===== config.mk =====
export PLATFORM = sky130hd
export DESIGN_NAME = xyf_ushift_reg
export DESIGN_NICKNAME = d
export VERILOG_FILES = /design/src/rtl/xyf_ushift_reg.sv
export SDC_FILE = /design/constraint.sdc
export NUM_CORES = 1
export LEC_CHECK = 0
export CORE_UTILIZATION = 52
export DETAILED_ROUTE_END_ITERATION = 12
export GPL_TIMING_DRIVEN = 0
export PLACE_DENSITY = 0.95
export SLEW_MARGIN = 25
export SYNTH_ARGS = -nofsm -noshare
export SYNTH_HDL_FRONTEND = slang
export SYNTH_SLANG_ARGS = --single-unit

===== constraint.sdc =====
create_clock -name CP -period 2.86 [get_ports CP]
set_input_delay 0.286 -clock CP [delete_from_list [all_inputs] [get_ports CP]]
set_output_delay 0.286 -clock CP [all_outputs]
set_load 0.01 [all_outputs]

===== src/rtl/xyf_ushift_reg.sv =====
// xyf_ushift_reg: parametrised universal shift register with rotate, clock
// enable and an autonomous burst-shift engine (START/BUSY/DONE handshake).
// Optional feature macro: XYF_PARITY_EN adds a registered parity output PAR.
// Note: "shift right" moves bits toward the MSB with DSR entering at Q[0];
// "shift left" moves bits toward the LSB with DSL entering at Q[WIDTH-1].
module xyf_ushift_reg #(
    parameter int unsigned WIDTH = 8,
    parameter int unsigned AMT_W = 4
) (
    input  logic             CP,
    input  logic             MR,
    input  logic             CE,
    input  logic [1:0]       S,
    input  logic [WIDTH-1:0] D,
    input  logic             DSR,
    input  logic             DSL,
    input  logic             ROT,
    input  logic             START,
    input  logic             DIR,
    input  logic [AMT_W-1:0] AMT,
    output logic [WIDTH-1:0] Q,
    output logic             BUSY,
    output logic             DONE
`ifdef XYF_PARITY_EN
    ,
    output logic             PAR
`endif
);

    localparam int unsigned W  = WIDTH;
    localparam int unsigned CW = AMT_W;

    typedef enum logic [1:0] {
        ST_IDLE  = 2'd0,
        ST_SHIFT = 2'd1,
        ST_FIN   = 2'd2
    } state_e;

    state_e         state_q, state_d;
    logic [W-1:0]   q_q, q_d;
    logic [CW-1:0]  cnt_q, cnt_d;
    logic           dir_q, dir_d;
    logic           busy_q, done_q;
    logic [W-1:0]   shr_c, shl_c;
`ifdef XYF_PARITY_EN
    logic           par_q;
`endif

    // Single-step shift candidates; ROT replaces the serial input with the end bit.
    always_comb begin
        shr_c = {q_q[W-2:0], (ROT ? q_q[W-1] : DSR)};
        shl_c = {(ROT ? q_q[0] : DSL), q_q[W-1:1]};
    end

    // Next-state and datapath: START beats S in IDLE; SHIFT and FIN ignore S/D/START.
    always_comb begin
        state_d = state_q;
        q_d     = q_q;
        cnt_d   = cnt_q;
        dir_d   = dir_q;
        unique case (state_q)
            ST_IDLE: begin
                if (START) begin
                    dir_d   = DIR;
                    cnt_d   = AMT;
                    state_d = (AMT == '0) ? ST_FIN : ST_SHIFT;
                end else begin
                    unique case (S)
                        2'b01:   q_d = shr_c;
                        2'b10:   q_d = shl_c;
                        2'b11:   q_d = D;
                        default: q_d = q_q;
                    endcase
                end
            end
            ST_SHIFT: begin
                q_d   = dir_q ? shl_c : shr_c;
                cnt_d = cnt_q - CW'(1);
                if (cnt_q == CW'(1)) begin
                    state_d = ST_FIN;
                end
            end
            ST_FIN: begin
                state_d = ST_IDLE;
            end
            default: begin
                state_d = ST_IDLE;
            end
        endcase
    end

    // State, data and registered status; everything freezes while CE is low.
    always_ff @(posedge CP or posedge MR) begin
        if (MR) begin
            state_q <= ST_IDLE;
            q_q     <= '0;
            cnt_q   <= '0;
            dir_q   <= 1'b0;
            busy_q  <= 1'b0;
            done_q  <= 1'b0;
        end else if (CE) begin
            state_q <= state_d;
            q_q     <= q_d;
            cnt_q   <= cnt_d;
            dir_q   <= dir_d;
            busy_q  <= (state_d == ST_SHIFT);
            done_q  <= (state_d == ST_FIN);
        end
    end

`ifdef XYF_PARITY_EN
    // Parity of the next Q value so PAR tracks ^Q in the same cycle.
    always_ff @(posedge CP or posedge MR) begin
        if (MR) begin
            par_q <= 1'b0;
        end else if (CE) begin
            par_q <= ^q_d;
        end
    end

    assign PAR = par_q;
`endif

    assign Q    = q_q;
    assign BUSY = busy_q;
    assign DONE = done_q;

endmodule


==> results.md, run 1 <==
* Outcome: complete, no violations
* Area used by sequential logic in the layout at 425 um2
* Number of sinks driven by the clock tree at 17
* Dominant combinational cell family by area after synthesis: compound AO/OA/AOI/OAI gates
* Input/output buffers at 31
* Number of vias after detailed routing at 1022
* Slowest stage cell, crit path: sky130_fd_sc_hd__clkdlybuf4s50_1
* Routability Congestion at 0.790
* Maximum number of pins on one net before global-route repair at 18
* Final number of max-transition violations at 0
* Placed Instances at 178
* Antenna violations before repair at 0
* Clock skew at 0.00245 ns
* Syn nets at 145
* Master cell of the clock root buffer: sky130_fd_sc_hd__clkbuf_4
* Leakage component of the power at 0.000704 uW
* Synth warn at 0
* H-tree level count at 1
* Number of fill cells in the layout at 173
* Multiplexer fraction of the synthesized cell area at 19.9%
* Total routing resource utilization after global routing at 22.3%
* Distinct cell type count after synthesis at 39
* HPWL after detailed placement at 1.92 mm
* Multi-input combinational cell area at 702 um2
* Critical Path Sink: Q[1]
* Chip Height at 50.5 um
* Portion of the post-synthesis area used by sequential elements at 34.7%
* RSZ-0062 raised after global routing: no
* Share of synthesized flip-flops with an asynchronous set or reset at 100%
* Rel. slew slack at 55.5%
* Iteration count of the initial detailed-routing pass at 4
* Post-route antenna net violation count at 0
* Total Negative Setup Slacks at 0 ns
* Terminus of the critical flop-to-flop path: Q[0]
* Final min period at 1.72 ns
* Number of non-filler instances in the completed layout at 182
* Synthesized flop and latch total at 17
* Maximum clock frequency at 0.580 GHz
* Total power density per cell area at 967 mW/mm2
* Area share of the largest cell type after synthesis at 34.7%
* Post-synth design cell area at 0.00122 mm2
* Maximum fanout along the worst path at 9
* Count of buffers added by post-CTS timing repair for setup at 0
* Final setup violation count at 0
* Worst Tran Pin Value at 0.667 ns
* Final hold slack at 0.384 ns
* Antenna fix cells at 0
* Fraction of layout cells with a size suffix above 1 at 19.5%
* Clock tree from TritonCTS: done
* Setup slack of the most critical reg-to-reg path at 1.40 ns
* Leading register cell type out of synthesis: sky130_fd_sc_hd__dfrtp_1
* Worst hold-check path type: in -> async
* CP Capture Type: flip-flop
* CP delay by family, top: buffers and inverters
* Kind of critical path: in -> reg
* Simple-Gate Fraction of Synth Area at 9.60%
* Number of top-level pins at 32
* CTS-repair resized insts at 0
* Largest stage delay, worst path at 0.47 ns
* Post-layout power at 1540 uW
* Fraction of the mapped netlist area in adder cells at 4.09%
* Clock edge transition at the registers on the reported setup and hold paths at 0.10 ns
* TritonCTS buffer count at 3
* Worst reg-to-reg path cell count at 4
* Synthesized area per cell at 10.3 um2
* Number of global-route vias before repair at 978
* Worst-path cell chain: clkdlybuf4s50_1 > inv_1 > ha_1 > buf_2 > a22o_1 > a211oi_1 > a21oi_1 > mux2_4
* Xor-xnor portion of the synthesized cell area at 0%
* Cell type contributing the most total cell area after synthesis: sky130_fd_sc_hd__dfrtp_1
* DRC viols at 0
* Area of the die at 0.00255 mm2
* Count of hold buffers inserted by post-cts repair at 0
* Maximum ir drop on the vdd rail at 0.541 mV
* Most repeated cell in the gate-level netlist after synthesis: sky130_fd_sc_hd__dfrtp_1
* Worst Setup SP: S[0]
* Synthesized instance count at 119
* Core outline area at 0.00221 mm2
* Number of nets in the finished design at 181
* Endpoints failing hold at 0
* Routed wirelength normalized by instance count at 14.4 um
* Area Growth Syn to Fin at 30.3%
* GR Overflow Total at 0
* Global-route wire length before repair at 4.37 mm
* Depth of the critical timing path with buffers and inverters included at 8
* Synth Area in Compound Gates at 23.7%
* Data arrival time of the worst path at 1.91 ns
* Crit path required time at 3.04 ns
* Violation count after the first detailed-route iteration at 9
* Avg Vias per Cell at 5.62
* Beginning of the worst register-to-register path: state_q[1]
* Clk buf depth at 2
* EDFF count, synth at 0
* Dominant cells by area after synthesis: sky130_fd_sc_hd__dfrtp_1 35%, sky130_fd_sc_hd__mux2_4 9.8%, sky130_fd_sc_hd__mux2i_1 7.4%, sky130_fd_sc_hd__a21oi_1 4.9%, sky130_fd_sc_hd__a22o_1 4.3%
* Die extent in x at 50.5 um
* Leading cell types by count after synthesis: 17 x sky130_fd_sc_hd__dfrtp_1, 12 x sky130_fd_sc_hd__a21oi_1, 9 x sky130_fd_sc_hd__inv_1, 9 x sky130_fd_sc_hd__mux2i_1, 8 x sky130_fd_sc_hd__mux2_4
* Count of max-cap constraint violations at 0
* Initial standard-cell utilization of the core at 55.4%
* Post-route clock period utilization at 60.3%
* Row Count at 17
* Wire length after detailed routing at 2.62 mm
* CP Launch Type: input pin
* CP bufs+invs at 3
* Clock Latency Late Sink at 0.29 ns
## cells by family (layout without fill, tap and decap cells)
kind of cell | after synthesis | in the layout
mux | 20 | 20
fa+ha+maj | 4 | 4
flops | 17 | 17
simple gates | 20 | 20
compound gates | 41 | 41
buf+inv | 17 | 52
## layout make-up
type                       instances  share of cell area (%)
buffer                             7                    3.76
clock buffer                       4                    1.65
inverter                          10                    2.35
multi-input combinational         85                    44.0
sequential                        17                    26.6
tap                               28                    2.19
timing repair buffer              31                    19.4
## worst reg2reg max path: stages, from the launching register on
cell and delay [ns]:
sky130_fd_sc_hd__dfrtp_1 0.45, sky130_fd_sc_hd__and2b_4 0.30, sky130_fd_sc_hd__o21a_1 0.14, sky130_fd_sc_hd__buf_6 0.16, sky130_fd_sc_hd__mux2_4 0.31
## how the worst min path moves through the flow
stage | from | end | depth (start not counted)
2_1_floorplan | MR | BUSY | 1
3_3_place_gp | BUSY | BUSY | 2
3_5_place_dp | BUSY | BUSY | 2
4_1_cts | MR | Q[1] | 2
5_1_grt | MR | Q[4] | 2
6_report | MR | Q[1] | 2
## per-layer routing
layer,track usage (%),share of wire (%)
met5,0,0
met4,2.78,0
met3,4.24,5.3
met2,41.8,50
met1,26.9,45
## power by group
part / switching (uW) / internal [uW]
clock network: 77.0 / 54.1
registers: 138 / 355
logic: 379 / 541
total: 594 / 950
## registers in the layout, indices dropped and copies added (netlist names)
name / count
BUSY: 1
DONE: 1
Q: 8
cnt_q: 4
dir_q: 1
state_q: 2
## per-stage QoR
stage / instance area [um2] / setup slack (ns) / util (%)
after floorplan: 1220 / 1.42 / -
after global placement: 1570 / 0.850 / 71.0
after detailed placement: 1570 / 0.833 / 71.0
after CTS: 1600 / 1.14 / 72.2
after global routing: 1600 / 1.04 / 72.2
final: 1600 / 1.14 / 72.2
## placed cells by master, fill, tap and decap left out, types with 2 or more instances in the layout
cell,synthesis,routed
sky130_fd_sc_hd__clkbuf_4,0,3
sky130_fd_sc_hd__nor3b_1,2,2
sky130_fd_sc_hd__ha_1,4,4
sky130_fd_sc_hd__buf_6,2,2
sky130_fd_sc_hd__o21ai_1,2,2
sky130_fd_sc_hd__nand2_1,5,5
sky130_fd_sc_hd__a22o_1,6,6
sky130_fd_sc_hd__inv_1,9,9
sky130_fd_sc_hd__o21ai_0,4,4
sky130_fd_sc_hd__o22ai_1,2,2
sky130_fd_sc_hd__clkdlybuf4s50_1,0,31
sky130_fd_sc_hd__mux2i_1,9,9
sky130_fd_sc_hd__nor2_1,4,4
sky130_fd_sc_hd__mux2_4,8,8
sky130_fd_sc_hd__buf_2,2,2
sky130_fd_sc_hd__dfrtp_1,17,17
sky130_fd_sc_hd__mux2_2,3,3
sky130_fd_sc_hd__a211oi_1,6,6
sky130_fd_sc_hd__a21oi_1,12,12
Note: power is estimated with default switching activity, not from simulation.
==> run 2: changes to the inputs <==
Settings changed: CORE_UTILIZATION 52 to 48, PLACE_DENSITY 0.95 to 0.89.
Clock period 2.86 ns to 1.6 ns, I/O delays scaled along.
==> run 2 against run 1 <==
Global-route usage decreased by 0.13 points. Sequential share of layout area down 0.47 points. Via count rose by 2.7%. Worst setup slack lost 1.0 ns. Cell count stayed put. Non-clock buffer count unchanged. Clock-buffer cell count did not move. First-iteration DRC count down 11%.
==> results.md, run 2 (same netlist as run 1, synthesis figures left out) <==
* Outcome: complete, no violations
* Number of fill cells in the layout at 191 (+10%)
* Area of the die at 0.00276 mm2 (+8.0%)
* Iteration count of the initial detailed-routing pass at 4 (unchanged)
* Multi-input combinational cell area at 722 um2 (+2.9%)
* Total power density per cell area at 1710 mW/mm2 (+77%)
* Die extent in x at 52.5 um (+3.9%)
* Data arrival time of the worst path at 1.33 ns (-0.58 ns)
* Sw frac at 38.7% (+0.19 points)
* Area Growth Syn to Fin at 32.7%
* Fraction of power consumed by combinational cells at 59.8% (+0.2 points)
* Kind of critical path: reg -> out
* Routability Congestion at 0.822 (+4.1%)
* CP delay by family, top: buffers and inverters
* Leading cell type in the layout, fill and taps excluded: sky130_fd_sc_hd__clkdlybuf4s50_1
* Endpoints failing hold at 0 (unchanged)
* Final min period at 1.49 ns
* Post-route clock period utilization at 93.0%
* Antenna fix cells at 0 (unchanged)
* Maximum clock frequency at 0.672 GHz
* Placed Instances at 178 (unchanged)
* Most frequent cells in the layout: 29 x sky130_fd_sc_hd__clkdlybuf4s50_1, 17 x sky130_fd_sc_hd__dfrtp_1, 12 x sky130_fd_sc_hd__a21oi_1, 9 x sky130_fd_sc_hd__inv_1, 9 x sky130_fd_sc_hd__mux2i_1
* Slowest stage cell, crit path: sky130_fd_sc_hd__clkdlybuf4s50_1
* Wire length after detailed routing at 2.69 mm (+2.7%)
* Avg Vias per Cell at 5.77 (+2.7%)
* H-tree level count at 1 (unchanged)
* Flip-flop count of the largest register, all copies and words added at 8 (unchanged)
* Area used by sequential logic in the layout at 425 um2 (unchanged)
* Count of buffers added by post-CTS timing repair for setup at 0 (unchanged)
* Terminus of the critical flop-to-flop path: Q[7]
* Fraction of layout cells with a size suffix above 1 at 22.1% (+2.6 points)
* Number of non-filler instances in the completed layout at 182 (unchanged)
* Antenna violations before repair at 0 (unchanged)
* Core outline area at 0.00230 mm2 (+3.8%)
* Master cell of the clock root buffer: sky130_fd_sc_hd__clkbuf_4
* GR Overflow Total at 0 (unchanged)
* Worst Tran Pin Value at 0.638 ns (-0.0290 ns)
* Number of global-route vias before repair at 1033 (+5.6%)
* Maximum ir drop on the vdd rail at 1.01 mV (+87%)
* Clock tree from TritonCTS: done
* Maximum number of pins on one net before global-route repair at 18 (unchanged)
* Post-layout power at 2780 uW (+80%)
* Rel. slew slack at 57.4% (+1.9 points)
* Number of nets in the finished design at 181 (unchanged)
* Worst-path cell chain: clkdlybuf4s50_1
* Chip Height at 52.5 um (+3.9%)
* DRC viols at 0 (unchanged)
* Number of sinks driven by the clock tree at 17 (unchanged)
* Final setup violation count at 0 (unchanged)
* Number of top-level pins at 32 (unchanged)
* Input/output buffers at 31 (unchanged)
* Largest stage delay, worst path at 0.58 ns (+0.11 ns)
* Post-route antenna net violation count at 0 (unchanged)
* Setup slack after placement at -0.336 ns (-1.17 ns)
* Cell area after layout at 0.00163 mm2 (+1.8%)
* Int Pwr at 1710 uW (+80%)
* Worst Slack Setup Final at 0.113 ns (-1.02 ns)
* Setup slack of the most critical reg-to-reg path at 0.12 ns (-1.28 ns)
* CP Capture Type: primary output
* Clock Latency Late Sink at 0.28 ns (about the same)
* Worst reg-to-reg path cell count at 5 (+1)
* Count of max-cap constraint violations at 0 (unchanged)
* Portion of total power attributed to the clock network at 8.2% (-0.3 points)
* Fraction of power consumed by sequential logic at 32.0% (about the same)
* Clk buf depth at 2 (unchanged)
* Maximum fanout along the worst path at 6 (-3)
* HPWL after detailed placement at 1.99 mm (+4.1%)
* CP Launch Type: flip-flop
* Clock edge transition at the registers on the reported setup and hold paths at 0.10 ns (about the same)
* Final number of max-transition violations at 0 (unchanged)
* Worst hold-check path type: in -> async
* Number of vias after detailed routing at 1050 (+2.7%)
* Violation count after the first detailed-route iteration at 8 (-1)
* TritonCTS buffer count at 3 (unchanged)
* Area post-placement at 0.00157 mm2 (unchanged)
* RSZ-0062 raised after global routing: no
* Beginning of the worst register-to-register path: state_q[0]
* Row Count at 17 (unchanged)
* Leakage component of the power at 0.000723 uW (+2.7%)
* Global-route wire length before repair at 4.52 mm (+3.5%)
* Routed wirelength normalized by instance count at 14.8 um (+2.7%)
* Layout Utilization at 70.8% (-1.4 points)
* Clock skew at 0.00204 ns (-0.000410 ns)
* Switching Power at 1080 uW (+81%)
* Total routing resource utilization after global routing at 22.2% (-0.13 points)
* CP bufs+invs at 1 (-2)
* Initial standard-cell utilization of the core at 53.3% (-2.1 points)
* Crit path required time at 1.44 ns (-1.60 ns)
run 2: changes by cell type in the layout (fill, tap and decap cells not counted):
| cell | delta |
|---|---|
| sky130_fd_sc_hd__a211oi_2 | +2 |
| sky130_fd_sc_hd__buf_4 | -1 |
| sky130_fd_sc_hd__nor2_4 | +1 |
| sky130_fd_sc_hd__ha_1 | -2 |
| sky130_fd_sc_hd__nor2_2 | -1 |
| sky130_fd_sc_hd__ha_2 | +2 |
| sky130_fd_sc_hd__buf_6 | +1 |
| sky130_fd_sc_hd__dlymetal6s2s_1 | +2 |
| sky130_fd_sc_hd__clkdlybuf4s50_1 | -2 |
| sky130_fd_sc_hd__a211oi_1 | -2 |
run 2: area by class of cell:
cell class | instances | share of cell area, %
Tap cell | 28 | 2.16
Clock buffer | 4 | 1.62
Multi-Input combinational cell | 85 | 44.4
Timing Repair Buffer | 32 | 19.7
Buffer | 6 | 3.62
Sequential cell | 17 | 26.2
Inverter | 10 | 2.31
run 2: how the worst max path moves through the flow:
stage	slack (ns)	cells after the start	startpoint	endpoint
after CTS	0.02	8	S[0]	Q[3]
after floorplan	0.23	4	state_q[1]	Q[0]
after detailed placement	-0.34	8	S[0]	Q[7]
after global routing	0.02	1	Q[5]	Q[5]
after global placement	-0.27	8	S[0]	Q[4]
final	0.11	1	Q[5]	Q[5]
run 2: per-layer routing:
layer / track usage [%] / up-vias / routed length [um]
met5: 0 / - / 0
met4: 5.26 / 0 / 12
met3: 3.77 / 2 / 119
met2: 41.4 / 27 / 1410
met1: 26.0 / 512 / 1150
li1: - / 509 / -
run 2: worst register-to-register path, cell delays in order (launching register included):
cell	delay [ns]
sky130_fd_sc_hd__dfrtp_1	0.47
sky130_fd_sc_hd__nor2b_4	0.16
sky130_fd_sc_hd__buf_6	0.14
sky130_fd_sc_hd__a221oi_1	0.22
sky130_fd_sc_hd__a22oi_1	0.12
sky130_fd_sc_hd__mux2_4	0.27
run 2: what timing repair did:
item / 4_1_cts / 5_1_grt
hold endpoints to repair: 0 / 0
gates resized for setup: 5 / 3
setup endpoints to repair: 6 / 8
pin swaps: 0 / 1
cloned: 0 / 1
hold buffers: 0 / 0
run 2: power by group through the flow:
| stage | clock network (uW) | logic (uW) | registers (uW) |
|---|---|---|---|
| CTS | 238 | 1670 | 888 |
| detailed placement | 0 | 1650 | 889 |
| finish | 229 | 1660 | 889 |
| global route | 263 | 1820 | 926 |
| global placement | 0 | 1580 | 878 |
| floorplan | 0 | 1120 | 890 |
run 2: metrics by stage:
| step | hold WS, ns | setup TNS, ns |
|---|---|---|
| after global routing | 0.303 | 0 |
| after global placement | 0.503 | -2.10 |
| after floorplan | 0.0861 | 0 |
| final | 0.250 | 0 |
| after detailed placement | 0.513 | -2.50 |
| after CTS | 0.274 | 0 |
